[src/rtl/siganfu_pkg.sv]
// Shared definitions for the turret fire arbiter: state encodings, station
// count, default limits and a one-hot to index helper.
package siganfu_pkg;

  localparam int unsigned NUM_STATIONS                 = 3;
  localparam int unsigned DEF_QUOTA                    = 10;
  localparam int unsigned DEF_MAX_HOLD_CYCLES          = 30;
  localparam int unsigned DEF_LOCKOUT_RELEASE_CYCLES   = 5;

  typedef enum logic [2:0] {
    ARB_IDLE    = 3'd0,
    ARB_GRANT   = 3'd1,
    ARB_FIRING  = 3'd2,
    ARB_RELEASE = 3'd3,
    ARB_LOCKOUT = 3'd4
  } arb_state_t;

  function automatic logic [1:0] onehot_to_idx(input logic [NUM_STATIONS-1:0] oh);
    logic [1:0] idx;
    idx = '0;
    for (int unsigned i = 0; i < NUM_STATIONS; i++) begin
      if (oh[i]) idx = 2'(i);
    end
    return idx;
  endfunction

endpackage

[src/rtl/siganfu_rr_picker.sv]
// Combinational round-robin picker: searches upward from the station after
// the pointer, wrapping 2 -> 0, and returns a one-hot winner (or zero).
module siganfu_rr_picker
  import siganfu_pkg::*;
(
  input  logic [2:0] eligible,
  input  logic [1:0] pointer,
  output logic [2:0] winner
);

  logic [1:0] ptr_c;
  logic [1:0] idx;

  always_comb begin
    winner = '0;
    idx    = '0;
    // Pointer value 3 is unreachable; treat it like 2 so station 0 goes first.
    ptr_c  = (pointer > 2'd2) ? 2'd2 : pointer;
    for (int unsigned k = 1; k <= NUM_STATIONS; k++) begin
      idx = 2'((32'(ptr_c) + k) % NUM_STATIONS);
      if (winner == '0 && eligible[idx]) winner[idx] = 1'b1;
    end
  end

endmodule

[src/rtl/siganfu_turret_fire_arbiter.sv]
// Turret fire arbiter: grants the gun to one of three operator stations,
// limits rounds/hold time per grant, and locks out on gun criticality alerts.
// Optional station-0 priority with preemption: define SIGANFU_ARB_PRIORITY_EN.
module siganfu_turret_fire_arbiter
  import siganfu_pkg::*;
#(
  parameter int unsigned QUOTA                  = DEF_QUOTA,
  parameter int unsigned MAX_HOLD_CYCLES        = DEF_MAX_HOLD_CYCLES,
  parameter int unsigned LOCKOUT_RELEASE_CYCLES = DEF_LOCKOUT_RELEASE_CYCLES
)(
  input  logic       sysclk,
  input  logic       reboot,
  input  logic [2:0] req,
  input  logic [2:0] req_mode,
  input  logic [2:0] req_target_locked,
  input  logic [2:0] req_is_enemy,
  input  logic       gun_criticality_alert,
  input  logic       gun_fire_trigger,
  output logic       target_locked,
  output logic       is_enemy,
  output logic       firing_mode,
  output logic       fire_command,
  output logic [2:0] grant,
  output logic [2:0] arb_state,
  output logic       grant_done,
  output logic       lockout
);

  localparam int unsigned RW = $clog2(QUOTA) + 1;
  localparam int unsigned HW = $clog2(MAX_HOLD_CYCLES) + 1;
  localparam int unsigned LW = $clog2(LOCKOUT_RELEASE_CYCLES) + 1;

  arb_state_t    state, state_n;
  logic [2:0]    grant_n;
  logic          tl_n, ie_n, fm_n, fire_n, done_n, lockout_n;
  logic [1:0]    ptr, ptr_n;
  logic [RW-1:0] rounds, rounds_n, round_limit;
  logic [HW-1:0] hold, hold_n;
  logic [LW-1:0] quiet, quiet_n;
  logic          trig_prev, trig_rise, holder_ok, go_release, preempt;
  logic [2:0]    eligible, rr_winner, winner;

  assign eligible    = req & req_target_locked & req_is_enemy;
  assign trig_rise   = gun_fire_trigger & ~trig_prev;
  assign holder_ok   = |(grant & eligible);
  assign round_limit = firing_mode ? RW'(QUOTA) : RW'(1);
  assign arb_state   = state;

  siganfu_rr_picker u_picker (
    .eligible (eligible),
    .pointer  (ptr),
    .winner   (rr_winner)
  );

`ifdef SIGANFU_ARB_PRIORITY_EN
  assign winner  = eligible[0] ? 3'b001 : rr_winner;
  assign preempt = eligible[0] & ~grant[0];
`else
  assign winner  = rr_winner;
  assign preempt = 1'b0;
`endif

  always_comb begin
    state_n    = state;
    grant_n    = grant;
    tl_n       = target_locked;
    ie_n       = is_enemy;
    fm_n       = firing_mode;
    fire_n     = 1'b0;
    done_n     = 1'b0;
    ptr_n      = ptr;
    rounds_n   = rounds;
    hold_n     = hold;
    quiet_n    = '0;
    go_release = 1'b0;

    case (state)
      ARB_IDLE: begin
        if (|eligible) begin
          state_n  = ARB_GRANT;
          grant_n  = winner;
          tl_n     = |(winner & req_target_locked);
          ie_n     = |(winner & req_is_enemy);
          fm_n     = |(winner & req_mode);
          rounds_n = '0;
          hold_n   = '0;
        end
      end
      ARB_GRANT: begin
        if (holder_ok) begin
          state_n = ARB_FIRING;
          fire_n  = 1'b1;
        end else begin
          go_release = 1'b1;
        end
      end
      ARB_FIRING: begin
        rounds_n = (rounds == '1) ? rounds : rounds + RW'(trig_rise);
        hold_n   = (hold == '1) ? hold : hold + 1'b1;
        if (!holder_ok || rounds_n >= round_limit ||
            hold_n >= HW'(MAX_HOLD_CYCLES) || preempt) begin
          go_release = 1'b1;
        end else begin
          fire_n = 1'b1;
        end
      end
      ARB_RELEASE: state_n = ARB_IDLE;
      ARB_LOCKOUT: begin
        if (!gun_criticality_alert) begin
          if (32'(quiet) + 32'd1 >= LOCKOUT_RELEASE_CYCLES) state_n = ARB_IDLE;
          else quiet_n = quiet + 1'b1;
        end
      end
      default: state_n = ARB_IDLE;
    endcase

    if (go_release) begin
      state_n = ARB_RELEASE;
      done_n  = 1'b1;
      ptr_n   = onehot_to_idx(grant);
    end

    // The alert outranks every exit path decided above, including a release.
    if (gun_criticality_alert && state != ARB_LOCKOUT) begin
      state_n = ARB_LOCKOUT;
      quiet_n = '0;
      done_n  = (state == ARB_GRANT) || (state == ARB_FIRING);
      ptr_n   = done_n ? onehot_to_idx(grant) : ptr;
    end

    if (state_n != ARB_GRANT && state_n != ARB_FIRING) begin
      grant_n = '0;
      tl_n    = 1'b0;
      ie_n    = 1'b0;
      fm_n    = 1'b0;
      fire_n  = 1'b0;
    end
    lockout_n = (state_n == ARB_LOCKOUT);
  end

  always_ff @(posedge sysclk) begin
    if (reboot) begin
      state         <= ARB_IDLE;
      grant         <= '0;
      target_locked <= 1'b0;
      is_enemy      <= 1'b0;
      firing_mode   <= 1'b0;
      fire_command  <= 1'b0;
      grant_done    <= 1'b0;
      lockout       <= 1'b0;
      ptr           <= 2'd2;
      rounds        <= '0;
      hold          <= '0;
      quiet         <= '0;
      trig_prev     <= 1'b0;
    end else begin
      state         <= state_n;
      grant         <= grant_n;
      target_locked <= tl_n;
      is_enemy      <= ie_n;
      firing_mode   <= fm_n;
      fire_command  <= fire_n;
      grant_done    <= done_n;
      lockout       <= lockout_n;
      ptr           <= ptr_n;
      rounds        <= rounds_n;
      hold          <= hold_n;
      quiet         <= quiet_n;
      trig_prev     <= gun_fire_trigger;
    end
  end

endmodule

[config.mk]
export PLATFORM = sky130hd
export DESIGN_NAME = siganfu_turret_fire_arbiter
export DESIGN_NICKNAME = d
export VERILOG_FILES = /design/src/rtl/siganfu_pkg.sv /design/src/rtl/siganfu_rr_picker.sv /design/src/rtl/siganfu_turret_fire_arbiter.sv
export SDC_FILE = /design/constraint.sdc
export NUM_CORES = 1
export LEC_CHECK = 0
export BUFFER_PORTS_ARGS = -buffer_cell sky130_fd_sc_hd__buf_4
export CORE_MARGIN = 2
export CORE_UTILIZATION = 29
export DETAILED_ROUTE_END_ITERATION = 8
export GPL_TIMING_DRIVEN = 0
export HOLD_SLACK_MARGIN = 0.12
export PLACE_DENSITY = 0.58
export SLEW_MARGIN = 20
export SYNTH_ARGS = -nofsm -noshare
export SYNTH_HDL_FRONTEND = slang
export SYNTH_SLANG_ARGS = --single-unit
[constraint.sdc]
create_clock -name sysclk -period 4.2 [get_ports sysclk]
set_clock_uncertainty 0.2 [all_clocks]
set_input_delay 0.84 -clock sysclk [delete_from_list [all_inputs] [get_ports sysclk]]
set_output_delay 0.84 -clock sysclk [all_outputs]
set_load 0.02 [all_outputs]
# --- After elaboration in Yosys (flattened, before gate mapping) ---
# Index checks and enable logic that the tools add are counted.
totals:
  reg_bits: 30
  latchBits: 0
  ramBits: 0
  rom_bits: 0
  in_bits: 16
  wordCells: 124
  mem_count: 0
classes:
  add_sub_neg: 7
  multipliers: 0
  n_div: 3
  magnitude_cmp: 10
  eq_ne: 11
  n_shift: 0
  muxes: 43
  bitwise: 11
  reduce_logical: 26
op_table:
  columns: ["cell", "n"]
  rows:
  - ["modulo 32 x 2 -> 32 bit (second input constant)", 3]
  - ["2-to-1 mux 3 bit", 9]
  - ["AND 3 bit", 6]
  - ["OR reduction 3 bit", 5]
  - ["2-to-1 mux 1 bit", 13]
  - ["2-to-1 mux 6 bit", 2]
  - ["case mux 3 bit (4 select lines)", 1]
  - ["case mux 6 bit (2 select lines)", 1]
  - ["2-to-1 mux 2 bit", 5]
  - ["2-to-1 mux 5 bit", 2]
  - ["case mux 5 bit (2 select lines)", 1]
  - ["zero test 3 bit", 3]
  - ["< comparator 2 x 3 -> 1 bit (second input constant)", 3]
  - ["logical AND 1 bit", 7]
  - ["adder 2 x 2 -> 3 bit (second input constant)", 2]
  - ["adder 6 x 1 -> 6 bit (second input constant)", 1]
  - ["binary-select mux 1 bit (select 2 bit)", 3]
  - ["demux 1 bit (select 2 bit)", 3]
  - ["== test 3 bit (second input constant)", 2]
  - ["== test 6 bit (second input constant)", 1]
  - [">= comparator 2 x 1 -> 1 bit (second input constant)", 3]
  - [">= comparator 6 x 5 -> 1 bit (second input constant)", 1]
  - ["bitwise OR 3 bit", 2]
  - ["AND reduction 2 bit", 3]
  - ["24 further kinds", 29]

# --- Depth between registers and ports, before layout ---
logic_depth:
  ltp_word: 17
  mapped_depth: 10
  ltp_nobuf: 10

# --- Cells and area by module ---
# A second synthesis with hierarchy kept.
unflattened:
  cells_unflattened: 206
  area_unflattened_um2: 1714.1
modules_own_cells:
  columns: ["module", "instances", "cells_per_inst", "area_each_um2", "seq_area_each_um2"]
  rows:
  - ["siganfu_turret_fire_arbiter", 1, 197, 1651.6, 600.6]
  - ["siganfu_rr_picker", 1, 9, 62.6, 0.0]

# --- Worst setup path before layout ---
# No wires, ideal clock.
synth_path:
  kind: "input -> register"
  start: "in gun_fire_trigger"
  end: "reg firing_mode"
  setup_time_ns: 0.086
  arrival_time_ns: 2.708
  t_required_ns: 3.914
  setup_slack_ns: 1.205
  stages: 10
  n_path_buf: 0
  path_cell_list: "nor2b_1 ha_1 ha_1 nand2b_1 ha_1 a211oi_1 a21boi_0 o21ai_1 nand4_2 a221oi_2"
synth_via:
  elab_chain_len: 13
synth_rtl:
  columns: ["element", "line", "text"]
  rows:
  - ["start, declared", "siganfu_turret_fire_arbiter.sv:18", "input logic gun_fire_trigger,"]
  - ["AND 1 bit (*)", "siganfu_turret_fire_arbiter.sv:44", "assign trig_rise = gun_fire_trigger & ~trig_prev;"]
  - ["adder 5 x 1 -> 5 bit (*)", "siganfu_turret_fire_arbiter.sv:98", "rounds_n = (rounds == '1) ? rounds : rounds + RW'(trig_rise);"]
  - ["2-to-1 mux 5 bit (*)", "siganfu_turret_fire_arbiter.sv:98", null]
  - [">= comparator 5 x 4 -> 1 bit (*)", "siganfu_turret_fire_arbiter.sv:100", "if (!holder_ok || rounds_n >= round_limit ||"]
  - ["logical OR 1 bit (*) (2 in series)", "siganfu_turret_fire_arbiter.sv:100", null]
  - ["2-to-1 mux 1 bit (*)", "siganfu_turret_fire_arbiter.sv:100", null]
  - ["case mux 1 bit (2 select lines) (*)", "siganfu_turret_fire_arbiter.sv:77", "case (state)"]
  - ["2-to-1 mux 3 bit (*)", "siganfu_turret_fire_arbiter.sv:117", "if (go_release) begin"]
  - ["2-to-1 mux 3 bit (*)", "siganfu_turret_fire_arbiter.sv:124", "if (gun_criticality_alert && state != ARB_LOCKOUT) begin"]
  - ["!= test 3 x 1 -> 1 bit / != test 3 x 2 -> 1 bit (equally long branches)", "siganfu_turret_fire_arbiter.sv:131", "if (state_n != ARB_GRANT && state_n != ARB_FIRING) begin"]
  - ["logical AND 1 bit (*)", "siganfu_turret_fire_arbiter.sv:131", null]
  - ["OR reduction 2 bit (no line) (*)", null, null]
  - ["end signal, assigned", "siganfu_turret_fire_arbiter.sv:161", "firing_mode <= fm_n;"]
  - ["end, declared", "siganfu_turret_fire_arbiter.sv:21", "output logic firing_mode,"]
# Mark *: on every way between the ends. The rest lies on a longest branch, timed or not.
# A chain may end at the register's enable or synchronous reset.

# --- Worst setup path after layout ---
# Ends and elaborated chain as after synthesis.

==> impl_metrics.yaml <==
run_status:
  outcome: "complete, no violations"
critical_path:
  arrival_ns: 3.14
  cp-end-kind: "flip-flop"
  path_max_fanout: 7
  cp.required_ns: 4.19
  start_kind: "input pin"
  path_class: "in -> reg"
pwr:
  finalPower_uw: 604
  p_leak_nw: 0.817
  pwr-share-comb_pct: 11.4
  p_int_uw: 453
  power.density_nw_per_um2: 295
  p_clk_share_pct: 39.6
  vdd_drop_max_v: 0.000127
  net-switching-power_uw: 151
  sw_frac_of_total_pct: 25.0
  seq_power_share_pct: 49.0
placed_design:
  place_inst: 308
  gp_congestion: 0.802
  place_area_um2: 1960
  dp_slack_ns: 0.782
  port_buffers: 26
  dp_hpwl_um: 2930
final_layout:
  finalNetCount: 267
  layout_commonest_cell: "dfxtp_1"
  stdcell_area_um2: 2050
  utilization_pct: 37.0
  final_cells: 316
  multi_input_area_um2: 1010
  syn2layout_area_growth_pct: 22.5
  antennaDiodeCount: 0
  final_cell_mix: "dfxtp_1 (30), buf_4 (28), nor2_1 (27)"
  n_fill_cell: 596
  final_layout_size_suffix_gt1_share_pct: 18.9
  regArea_um2: 601
yosys:
  avgSynthCellArea_um2: 7.97
  syn-num-nets: 234
  syn_area_um2: 1670
  synth_seq_cells: 30
  async_flop_share_pct: 0
  synth-warning-count: 0
  synthFlopType: "dfxtp_1"
  yosysSeqAreaShare_pct: 35.9
  synth_edf_count: 0
  yosysUniqueCellTypes: 47
  synthCells: 210
drt:
  finalWirelength_um: 3880
  vias_per_cell: 4.92
  wire_per_inst_um: 12.3
  dr.pass1.iters: 4
  drtIter0Drc: 146
  num_vias: 1556
  antenna_left: 0
  drc: 0
sta:
  rsz0062_at_grt: "no"
  setup_viol: 0
  worst_slack_ns: 1.05
  fin_crit_ns: 3.15
  tns_ns: 0
  max-slew-margin-rel_pct: 41.1
  fmax_mhz: 317
  maxSlewViolCount: 0
  layout_worst_path_cycle_share_pct: 75.0
  final_hold_viol_count: 0
  tightest_slew_ns: 0.882
  whs_ns: 0.274
cts:
  clk_latency_ns: 0.28
  htree_levels: 2
  ctsResizeCount: 0
  post_cts_buffers: 0
  root_buffer: "clkbuf_8"
  cts_buffers: 5
  cts_buffer_depth: 2
  cts_tree: "done"
  path_clk_slew_ns: 0.06
  cts-hold-fix-buffers: 0
  cts.sinks: 30
die:
  start_util_pct: 30.2
  die_h_um: 80.0
  io_pins: 28
  dieArea_um2: 6390
  placementRows: 27
  die_w_um: 80.0
  core_area_um2: 5540
grt:
  grt_antenna_before_repair: 0
  grt_first_pass_wirelength_um: 6490
  gr-usage-all-layers_pct: 12.8
  overflow: 0
  grt_max_degree: 11
  grt_pass1_vias: 1429
worst_hold_path:
  worstHoldPathType: "reg -> reg"
run:
  drv_cap: 0
[cells by family after synthesis]
kind of cell | Yosys count | synth area share [%]
and+or+nand+nor | 103 | 32.1
AOI/OAI and AO/OA | 47 | 17.8
DFF | 30 | 35.9
buffers and inverters | 13 | 3.51
adders and majority gates | 8 | 5.98
xor gates and xnor gates | 5 | 2.62
muxes | 3 | 1.87
other | 1 | 0.224
[sequential cells by signal, indices dropped and copies added (netlist names)]
register / cells
grant: 3
fire_command: 1
arb_state: 3
ptr: 2
firing_mode: 1
is_enemy: 1
trig_prev: 1
lockout: 1
target_locked: 1
hold: 6
rounds: 5
grant_done: 1
quiet: 4
[synth_stat cells (3+ instances only)]
cell,count,area share (%)
ha_1,8,6.0
a21oi_1,16,4.8
dfxtp_1,30,36
xnor2_1,3,1.6
inv_1,6,1.3
o21ai_0,8,2.4
clkbuf_1,3,0.67
or3_1,3,1.1
a31oi_1,5,1.9
and3_1,6,2.2
nand2b_1,7,2.6
nor2_1,27,6.1
nor3_1,9,2.7
nand3_1,11,3.3
nand2_1,22,4.9
[area by class of cell]
cell class / count / share of cell area, %
Buffer: 7 / 1.77
Clock buffer: 7 / 4.21
Clock inverter: 1 / 0.244
Inverter: 6 / 1.10
Multi-Input combinational cell: 167 / 49.5
Sequential cell: 30 / 29.3
Tap cell: 72 / 4.40
Timing Repair Buffer: 26 / 9.52
[routing by layer]
metal  wire length [µm]  global-route usage (%)  up-vias
met3                148                    3.17        2
met1               1830                    16.1      716
met2               1880                    21.8       29
met4                 17                    3.05        0
li1                   -                       -      809
met5                  0                       0        -
[power groups by stage]
stage               Clock (mW)  Sequential (mW)  Combinational [mW]
floorplan                    0            0.305              0.0382
global placement             0            0.302              0.0690
finish                   0.239            0.296              0.0690
CTS                      0.243            0.296              0.0698
global route             0.258            0.297              0.0771
detailed placement           0            0.302              0.0696
[worst max-delay path: stages]
cell and delay, ns:
buf_4 0.11, nor2b_1 0.12, ha_1 0.26, a31oi_1 0.24, ha_1 0.28, nand2b_1 0.14
a211oi_1 0.21, a21boi_0 0.15, o21ai_1 0.28, nand4_2 0.28, a221oi_2 0.23
[path summary, 6_finish.rpt]
check	startpoint	to	slack (ns)	depth (start not counted)
max	gun_fire_trigger	firing_mode	1.05	11
min	target_locked	target_locked	0.27	2
max reg2reg	rounds[0]	firing_mode	1.46	9
min reg2reg	target_locked	target_locked	0.27	2
(Power assumes the default switching activity.)
